--- config.mk ---
export PLATFORM = sky130hd
export DESIGN_NAME = axi_probe_monitor
export DESIGN_NICKNAME = d
export VERILOG_FILES = /design/src/rtl/axi_probe_pkg.sv /design/src/rtl/axi_probe_monitor_len_fifo.sv /design/src/rtl/axi_probe_monitor.sv
export SDC_FILE = /design/constraint.sdc
export NUM_CORES = 1
export LEC_CHECK = 0
export CAP_MARGIN = 20
export CORE_MARGIN = 2
export CORE_UTILIZATION = 49
export DETAILED_ROUTE_END_ITERATION = 10
export GPL_ROUTABILITY_DRIVEN = 0
export PLACE_DENSITY = 0.78
export SLEW_MARGIN = 20
export SYNTH_ARGS = -nofsm -noshare
export SYNTH_HDL_FRONTEND = slang
export SYNTH_SLANG_ARGS = --single-unit
--- constraint.sdc ---
create_clock -name clk -period 9.2 [get_ports clk]
set_input_delay 1.84 -clock clk [delete_from_list [all_inputs] [get_ports clk]]
set_output_delay 1.84 -clock clk [all_outputs]
set_load 0.01 [all_outputs]
--- src/rtl/axi_probe_pkg.sv ---
// axi_probe_pkg: shared error indices and AXI constants for the probe monitor
package axi_probe_pkg;
  typedef enum logic [2:0] {
    ERR_WLAST,
    ERR_W_NO_AW,
    ERR_B_ORPHAN,
    ERR_RLAST,
    ERR_R_NO_AR,
    ERR_STABLE,
    ERR_OVF
  } err_idx_e;
  localparam int ERR_W = 7;
  localparam logic [1:0] BURST_FIXED = 2'b00;
  localparam logic [1:0] BURST_INCR = 2'b01;
  localparam logic [1:0] BURST_WRAP = 2'b10;
  localparam logic [1:0] RESP_OKAY = 2'b00;
  localparam logic [1:0] RESP_EXOKAY = 2'b01;
  localparam logic [1:0] RESP_SLVERR = 2'b10;
  localparam logic [1:0] RESP_DECERR = 2'b11;
endpackage

--- src/rtl/axi_probe_monitor_len_fifo.sv ---
// axi_probe_len_fifo: circular FIFO with occupancy; push on full is dropped unless a pop frees the slot
module axi_probe_len_fifo #(
  parameter int DEPTH = 4,
  parameter int WIDTH = 8,
  localparam int AW = $clog2(DEPTH),
  localparam int CW = AW + 1
) (
  input  logic             clk,
  input  logic             reset,
  input  logic             clr,
  input  logic             push,
  input  logic             pop,
  input  logic [WIDTH-1:0] din,
  output logic [WIDTH-1:0] dout,
  output logic             full,
  output logic             empty,
  output logic [CW-1:0]    count
);
  logic [WIDTH-1:0] mem [DEPTH];
  logic [AW-1:0] wp, rp;
  logic do_push, do_pop;
  assign full = count == CW'(DEPTH);
  assign empty = count == '0;
  assign do_push = push & (!full | pop);
  assign do_pop = pop & !empty;
  assign dout = mem[rp];
  // Pointer and occupancy bookkeeping
  always_ff @(posedge clk or posedge reset)
    if (reset) begin
      wp <= '0;
      rp <= '0;
      count <= '0;
    end else if (clr) begin
      wp <= '0;
      rp <= '0;
      count <= '0;
    end else begin
      wp <= do_push ? wp + AW'(1) : wp;
      rp <= do_pop ? rp + AW'(1) : rp;
      count <= count + CW'(do_push) - CW'(do_pop);
    end
  // Storage needs no reset; occupancy gates every read that matters
  always_ff @(posedge clk)
    if (do_push && !clr) mem[wp] <= din;
endmodule

--- src/rtl/axi_probe_monitor.sv ---
// axi_probe_monitor: passive AXI4 link observer with burst tracking and sticky protocol errors; AXI_PROBE_LAT_EN adds wr_lat_max
module axi_probe_monitor
  import axi_probe_pkg::*;
#(
  parameter int ADDR_W = 32,
  parameter int DATA_W = 32,
  parameter int OUTST_DEPTH = 4,
  parameter int CNT_W = 16,
  localparam int OW = $clog2(OUTST_DEPTH) + 1
) (
  input  logic                clk,
  input  logic                reset,
  input  logic                clr,
  input  logic [ADDR_W-1:0]   awaddr,
  input  logic [7:0]          awlen,
  input  logic [2:0]          awsize,
  input  logic [1:0]          awburst,
  input  logic                awvalid,
  input  logic                awready,
  input  logic [DATA_W-1:0]   wdata,
  input  logic [DATA_W/8-1:0] wstrb,
  input  logic                wlast,
  input  logic                wvalid,
  input  logic                wready,
  input  logic [1:0]          bresp,
  input  logic                bvalid,
  input  logic                bready,
  input  logic [ADDR_W-1:0]   araddr,
  input  logic [7:0]          arlen,
  input  logic [2:0]          arsize,
  input  logic [1:0]          arburst,
  input  logic                arvalid,
  input  logic                arready,
  input  logic [DATA_W-1:0]   rdata,
  input  logic [1:0]          rresp,
  input  logic                rlast,
  input  logic                rvalid,
  input  logic                rready,
  output logic [CNT_W-1:0]    wr_burst_cnt,
  output logic [CNT_W-1:0]    rd_burst_cnt,
  output logic [OW-1:0]       wr_outst,
  output logic [OW-1:0]       rd_outst,
  output logic [ERR_W-1:0]    err_vec,
  output logic                err_pulse
`ifdef AXI_PROBE_LAT_EN
  ,
  output logic [CNT_W-1:0]    wr_lat_max
`endif
);
  logic aw_hs, w_hs, b_hs, ar_hs, r_hs, b_ok;
  logic aw_empty, aw_full, ar_empty, ar_full;
  logic [7:0] aw_head, ar_head, w_beat, r_beat, w_len, r_len;
  logic w_ok, r_ok, w_close, r_close, aw_push, aw_pop, ar_push, ar_pop;
  logic [OW-1:0] pend_b;
  logic [ERR_W-1:0] ev;
  logic aw_hold, w_hold, ar_hold;
  logic [ADDR_W+12:0] aw_pl, aw_pl_q, ar_pl, ar_pl_q;
  logic [DATA_W+DATA_W/8:0] w_pl, w_pl_q;
  logic unused_ok;
  assign unused_ok = ^{bresp, rdata, rresp};
  axi_probe_len_fifo #(.DEPTH(OUTST_DEPTH), .WIDTH(8)) u_aw_q (
    .clk(clk), .reset(reset), .clr(clr), .push(aw_push), .pop(aw_pop), .din(awlen),
    .dout(aw_head), .full(aw_full), .empty(aw_empty), .count(wr_outst)
  );
  axi_probe_len_fifo #(.DEPTH(OUTST_DEPTH), .WIDTH(8)) u_ar_q (
    .clk(clk), .reset(reset), .clr(clr), .push(ar_push), .pop(ar_pop), .din(arlen),
    .dout(ar_head), .full(ar_full), .empty(ar_empty), .count(rd_outst)
  );
  // Handshakes, empty-queue bypass of a same-cycle address, burst closure and error events
  always_comb begin
    aw_hs = awvalid & awready;
    w_hs = wvalid & wready;
    b_hs = bvalid & bready;
    ar_hs = arvalid & arready;
    r_hs = rvalid & rready;
    w_len = aw_empty ? awlen : aw_head;
    r_len = ar_empty ? arlen : ar_head;
    w_ok = w_hs & (!aw_empty | aw_hs);
    r_ok = r_hs & (!ar_empty | ar_hs);
    w_close = w_ok & (w_beat == w_len);
    r_close = r_ok & (r_beat == r_len);
    aw_push = aw_hs & !(w_close & aw_empty);
    ar_push = ar_hs & !(r_close & ar_empty);
    aw_pop = w_close & !aw_empty;
    ar_pop = r_close & !ar_empty;
    b_ok = b_hs & (pend_b != '0);
    aw_pl = {awaddr, awlen, awsize, awburst};
    ar_pl = {araddr, arlen, arsize, arburst};
    w_pl = {wdata, wstrb, wlast};
    ev = '0;
    ev[ERR_WLAST] = w_ok & (wlast != (w_beat == w_len));
    ev[ERR_W_NO_AW] = w_hs & aw_empty & !aw_hs;
    ev[ERR_B_ORPHAN] = b_hs & (pend_b == '0);
    ev[ERR_RLAST] = r_ok & (rlast != (r_beat == r_len));
    ev[ERR_R_NO_AR] = r_hs & ar_empty & !ar_hs;
    ev[ERR_STABLE] = (aw_hold & (!awvalid | aw_pl != aw_pl_q)) | (w_hold & (!wvalid | w_pl != w_pl_q)) | (ar_hold & (!arvalid | ar_pl != ar_pl_q));
    ev[ERR_OVF] = (aw_push & aw_full & !aw_pop) | (ar_push & ar_full & !ar_pop);
  end
  // Remember stalled channels and their payloads for next-cycle stability checks
  always_ff @(posedge clk or posedge reset)
    if (reset) begin
      aw_hold <= 1'b0;
      w_hold <= 1'b0;
      ar_hold <= 1'b0;
      aw_pl_q <= '0;
      w_pl_q <= '0;
      ar_pl_q <= '0;
    end else begin
      aw_hold <= awvalid & !awready;
      w_hold <= wvalid & !wready;
      ar_hold <= arvalid & !arready;
      aw_pl_q <= aw_pl;
      w_pl_q <= w_pl;
      ar_pl_q <= ar_pl;
    end
  // Beat counters, pending write responses, saturating burst counters and sticky errors
  always_ff @(posedge clk or posedge reset)
    if (reset) begin
      w_beat <= '0;
      r_beat <= '0;
      pend_b <= '0;
      wr_burst_cnt <= '0;
      rd_burst_cnt <= '0;
      err_vec <= '0;
      err_pulse <= 1'b0;
    end else if (clr) begin
      w_beat <= '0;
      r_beat <= '0;
      pend_b <= '0;
      wr_burst_cnt <= '0;
      rd_burst_cnt <= '0;
      err_vec <= '0;
      err_pulse <= 1'b0;
    end else begin
      w_beat <= w_close ? '0 : w_ok ? w_beat + 8'd1 : w_beat;
      r_beat <= r_close ? '0 : r_ok ? r_beat + 8'd1 : r_beat;
      pend_b <= (w_close && !b_ok && pend_b != OW'(OUTST_DEPTH)) ? pend_b + OW'(1) : (b_ok && !w_close) ? pend_b - OW'(1) : pend_b;
      wr_burst_cnt <= (b_ok && !(&wr_burst_cnt)) ? wr_burst_cnt + CNT_W'(1) : wr_burst_cnt;
      rd_burst_cnt <= (r_close && !(&rd_burst_cnt)) ? rd_burst_cnt + CNT_W'(1) : rd_burst_cnt;
      err_vec <= err_vec | ev;
      err_pulse <= |ev;
    end
`ifdef AXI_PROBE_LAT_EN
  logic [CNT_W-1:0] now, ts_head, lat;
  logic ts_empty, unused_ts_full;
  logic [OW-1:0] unused_ts_cnt;
  assign lat = now - ts_head;
  axi_probe_len_fifo #(.DEPTH(OUTST_DEPTH), .WIDTH(CNT_W)) u_ts_q (
    .clk(clk), .reset(reset), .clr(clr), .push(aw_hs), .pop(b_ok & !ts_empty), .din(now),
    .dout(ts_head), .full(unused_ts_full), .empty(ts_empty), .count(unused_ts_cnt)
  );
  // Free-running timestamp and worst AW-to-B latency
  always_ff @(posedge clk or posedge reset)
    if (reset) begin
      now <= '0;
      wr_lat_max <= '0;
    end else if (clr) begin
      now <= '0;
      wr_lat_max <= '0;
    end else begin
      now <= now + CNT_W'(1);
      wr_lat_max <= (b_ok && !ts_empty && lat > wr_lat_max) ? lat : wr_lat_max;
    end
`endif
endmodule

* Word level (Yosys, flattened, before mapping) *
Memories as Yosys holds them, arrays and structs flattened.
Index checks and enable logic that the tools add are counted.

storage, ports and cells
  bits in registers = 203
  bits in writable memories = 64
  input port bits = 177
  output and inout port bits = 46
  logic and storage cells = 168
  memories = 2

memories
  name        depth  bits a word  rd ports  clocked after Yosys merged registers in  write ports  RTL line                          text
  u_ar_q.mem  4      8            1         0                                        1            axi_probe_monitor_len_fifo.sv:19  logic [WIDTH-1:0] mem [DEPTH];
  u_aw_q.mem  4      8            1         0                                        1            axi_probe_monitor_len_fifo.sv:19

operators by class
  $add $sub $neg = 14
  equal/unequal tests = 10
  multiplexer cells = 31
  bitwise logic cells = 48
  reduce and logical (&&, ||, !) cells = 44

operators with widths
  cell                   number
  $ne 45x45->1           2
  $mux 16                4
  $mux 8                 8
  $and 1x1->1            37
  $ne 37x37->1           1
  $add 16x1->16 const B  2
  $reduce_and 16->1      2
  $logic_not 1->1        21
  $add 8x1->8 const B    2
  $eq 8x8->1             2
  $mux 2                 8
  $mux 3                 5
  $reduce_bool 2->1      6
  $reduce_bool 3->1      4
  $or 1x1->1             10
  $logic_not 3->1        3
  $add 2x1->2 const B    4
  $logic_and 1x1->1      7
  $mux 7                 1
  $or 7x7->7             1
  $reduce_or 7->1        1
  $add 3x1->3            2
  $eq 3x3->1 const B     2
  $sub 3x1->3            2
  5 further kinds        10

* Longest topological paths before layout *
  depth after elaboration = 13
  depth in mapped cells = 15
  mapped depth without buffers = 13

* Cells and area by module *
From an unflattened synthesis, not the netlist that was laid out.

unflattened totals
  cell total of the unflattened synthesis = 886
  area total of the unflattened synthesis = 11,513.5 sq um

by module, submodules not included
  module              instances  cells each  area each (sq um)  seq. area each (sq um)
  axi_probe_monitor   1          704         8,237.9            4,729.5
  axi_probe_len_fifo  2          91          1,637.8            1,136.1

* Least setup slack after synthesis *
Ideal clock, no wire load.

  path type = input to register
  start = input port awlen[5]
  end = register u_aw_q.count[2]
  library setup time = 132 ps
  data arrival time = 3,982 ps
  required time = 9,068 ps
  slack = 5,086 ps
  stages on the path = 13
  path buffers = 0
  path through = xor2_1 > nor4_1 > nand3_1 > o31ai_2 > nand2_1 > nor2_1 > ha_1 > inv_1 > ha_1 > inv_1 > fa_1 > xnor2_1 > nor2_1

on the way
  longest elaborated chain between the ends = 10
  elaborated cells between the ends (all ways) = 13
  classes of those cells = add/sub: 2; eq/ne: 1; mux: 2; bitwise: 7; reduce/logical: 1

RTL lines
  what                  RTL line                          text
  from (decl)           axi_probe_monitor.sv:15           input logic [7:0] awlen,
  $mux 8 (*)            axi_probe_monitor.sv:76           w_len = aw_empty ? awlen : aw_head;
  $eq 8x8->1 (*)        axi_probe_monitor.sv:80           w_close = w_ok & (w_beat == w_len);
  $and 1x1->1 (*)       axi_probe_monitor.sv:80
  $and 1x1->1           axi_probe_monitor.sv:82           aw_push = aw_hs & !(w_close & aw_empty);
  $logic_not 1->1       axi_probe_monitor.sv:82
  $and 1x1->1           axi_probe_monitor.sv:82
  $and 1x1->1           axi_probe_monitor_len_fifo.sv:24  assign do_push = push & (!full | pop);
  $add 3x1->3           axi_probe_monitor_len_fifo.sv:40  count <= count + CW'(do_push) - CW'(do_pop);
  $sub 3x1->3 (*)       axi_probe_monitor_len_fifo.sv:40
  $mux 3 (*)            axi_probe_monitor_len_fifo.sv:33  end else if (clr) begin
  to (signal assigned)  axi_probe_monitor_len_fifo.sv:40
  to (decl)             axi_probe_monitor_len_fifo.sv:17  output logic [CW-1:0] count

Mark *: on every way between the ends. The rest lies on a longest branch, timed or not.
A chain may end at the register's enable or synchronous reset.

* Worst setup path in the final report *
  start = input port awlen[0]
  end = register u_aw_q.count[2]

The elaborated chain is that of the path after synthesis.

==> out/results.ini <==
[pwr]
comb_power_share_pct=8.4
p_switching_uw=556
clkPwrFrac_pct=42.3
cellPowerDensity_nw_per_um2=180
p_int_uw=2040
swShare_pct=21.5
p_seq_share_pct=49.3
p_leak_uw=0.00567
max-vdd-ir-drop_mv=0.162
power_uw=2590

[synthesis]
synth_area_per_cell_sq_um=12.8
synth_top_area_cell=dfrtp_1
seq_area_frac_synth_pct=61.6
syn_area_sq_um=11400
synthFlopType=dfrtp_1
syn-num-nets=1084
yosysUniqueCellTypes=54
ys_seq_elements=267
yosysWarnings=0
async_flop_share_pct=76.0
synth_area_leaders=dfrtp_1 45%, edfxtp_1 17%, xnor2_1 8.6%, xor2_1 5.8%, mux4_2 2.0%
netlist_instances=888
synth-edff-count=64
synth_top_area_share_pct=44.7

[final_layout]
fin_area_sq_um=14400
fill_cells=1732
antenna_cells=0
area_delta_synth_final_pct=26.8
nNetsFinal=1278
drive_above_1_share_pct=5.63

[setup_path]
cp_num_buf_inv=3
startpoint_type=input pin
path_cells=clkdlybuf4s50_1 > xor2_1 > nor4_1 > nand3_1 > o31ai_2 > nand2_1 > nor2_1 > ha_1 > inv_1 > ha_1 > inv_1 > fa_1 > xnor2_1 > nor2_1
path_delay_family=simple AND/OR/NAND/NOR gates
crit_fanout=8
cpPeakStageDelay_ns=0.57
path_class=in -> reg
cp.required_ns=9.58
end_kind=flop
cp.arrival_ns=4.93
slowest_stage=clkdlybuf4s50_1

[clock_tree]
htreeDepth=1
numCtsBuffers=28
clk_pin_slew_worst_paths_ns=0.06
cts_hold_buf=0
insertion_delay_ns=0.53
clock_sink_count=267
post_cts_buffers=0
cts_root_buf=clkbuf_16
cts-resized-gates=0
cts_tree=done
cts_buffer_depth=3

[detailed_routing]
avgRoutedWirePerCell_microns=17.0
drt_iter0_drc=335
firstDrtPassIters=4
finalWirelength_mm=23.6
drc_errors=0
vias=7259
via_per_inst=5.23
antenna_left=0

[sta]
slew_violations=0
final-hold-violation-count=0
clock.fmax_mhz=220
worst_slack_ns=4.65
finClkSkew_ns=0.0135
setup_violations=0
post-route-period-util_pct=49.5
final.min_clock_period_ns=4.55
tightest_slew_ns=0.834
relSlewSlack_pct=44.4
grt_setup_unrepaired=no
finalSetupTns_ns=0

[hold_path]
hp-class=reg -> reg

[floorplan]
initial_core_util_pct=50.1
ios=223
dieArea_sq_um=24400
die_width_microns=156
rows=55
die_h_microns=156
placeableCoreArea_sq_um=22700

[grt]
grt_pass1_wl_mm=38.1
grt_pass1_vias=7358
overflow=0
grt_max_degree=126
grt_usage_pct=19.6
antenna_found_initial=2

[run_status]
outcome=finished clean

[place]
dp_hpwl_mm=16.9
postPlaceCellArea_sq_um=13500
io_buffers=186
pre_cts_slack_ns=4.10

[run]
cap_violations=0

[registers in the layout, indices dropped and copies added (netlist names)]
name / flops
ar_pl_q: 45
aw_pl_q: 45
w_pl_q: 37
u_ar_q.mem: 32
u_aw_q.mem: 32
rd_burst_cnt: 16
wr_burst_cnt: 16
r_beat: 8
w_beat: 8
err_vec: 7
pend_b: 3
u_ar_q.count: 3
u_aw_q.count: 3
u_ar_q.rp: 2
u_ar_q.wp: 2
u_aw_q.rp: 2
u_aw_q.wp: 2
ar_hold: 1
aw_hold: 1
err_pulse: 1
w_hold: 1
[cell usage after synthesis (all sizes together), types with 2 or more instances]
cell type and n:
o31ai 8, o2bb2ai 2, or3 16, nand2b 6
and4 4, mux4 10, dfrtp 203, a2111oi 2
buf 9, mux2i 18, ha 16, o22ai 4
a22o 4, a21oi 30, a22oi 2, nand3b 2
o21ai 27, fa 3, nand2 34, nor2 57
edfxtp 64, a31oi 5, nor2b 7, and3 10
nor3 10, or2 2, nand3 18, a21o 2
clkbuf 16, nand4 31, and2 9, inv 35
nor4 21, xnor2 111, xor2 75, or4 3
o41ai 2
[worst paths after layout]
kind                              start               to  slack [ns]  cells past startpoint
max                            awlen[0]  u_aw_q.count[2]        4.65                     14
min                          err_vec[3]       err_vec[3]        0.50                      2
max reg2reg                u_ar_q.rp[1]  u_ar_q.count[2]        5.36                     13
min reg2reg                  err_vec[3]       err_vec[3]        0.50                      2
max in group asynchronous         reset  wr_burst_cnt[0]        6.09                      3
min in group asynchronous         reset       w_pl_q[20]        1.90                      2
[layer usage]
metal  GRT usage, %  share of wire [%]  vias up
li1               -                  -     3492
met1           25.7                 42     3533
met4           6.60                3.2        2
met3           3.79                5.4       53
met5              0              0.055        -
met2           32.9                 49      179
[cell families after synthesis]
| kind of cell | after synthesis | synth area share [%] |
|---|---|---|
| AO/OA/AOI/OAI | 94 | 5.18 |
| multiplexers | 29 | 3.66 |
| buffers and inverters | 60 | 2.15 |
| flip-flops | 267 | 61.6 |
| adder cells (fa/ha/maj) | 19 | 2.29 |
| AND/OR/NAND/NOR | 233 | 10.8 |
| XOR/XNOR | 186 | 14.3 |
[stage by stage]
step	utilization (%)	hold WS, ns	std cells
floorplan	-	0.522	888
global placement	59.4	0.476	1337
detailed placement	59.4	0.494	1337
CTS	63.4	0.507	1387
global route	63.5	0.521	1387
finish	63.5	0.499	1387
[area by class of cell]
| cell class | count | area (sq um) | share of cell area (%) |
|---|---|---|---|
| Clock buffer | 45 | 826 | 5.73 |
| Clock inverter | 5 | 76.3 | 0.530 |
| Inverter | 35 | 139 | 0.964 |
| Tap cell | 285 | 357 | 2.47 |
| Sequential cell | 267 | 7000 | 48.6 |
| Timing Repair Buffer | 189 | 1880 | 13.1 |
| Multi-Input combinational cell | 561 | 4130 | 28.7 |
[power groups by stage]
stage / registers, uW / logic, uW / clock network (uW)
floorplan: 1300 / 105 / 0
global placement: 1300 / 216 / 0
detailed placement: 1300 / 221 / 0
CTS: 1280 / 222 / 1130
global route: 1280 / 242 / 1180
finish: 1280 / 218 / 1100
[worst min-delay path, cell delays in order (launching register included)]
cell     delay, ns
dfrtp_1       0.34
a21oi_1       0.04
nor2_1        0.08
[placed cells by master, fill, tap and decap left out, types with 4 or more instances in the layout]
cell type	instances
clkdlybuf4s50_1	185
nand4_1	31
o22ai_1	4
dfrtp_1	203
o21ai_0	25
nand2_1	34
clkbuf_1	12
nand3_1	17
xnor2_1	111
inv_1	34
nand2b_1	6
a21oi_1	30
mux2i_1	18
clkbuf_8	4
a22o_1	4
o31ai_1	6
nor4_1	20
and4_1	4
and3_1	10
edfxtp_1	64
nor3_1	10
nor2_1	57
and2_1	9
nor2b_1	7
or3_1	16
ha_1	16
a31oi_1	5
xor2_1	75
mux4_2	10
clkbuf_16	29
No activity file was read; power rests on OpenSTA's default activity.
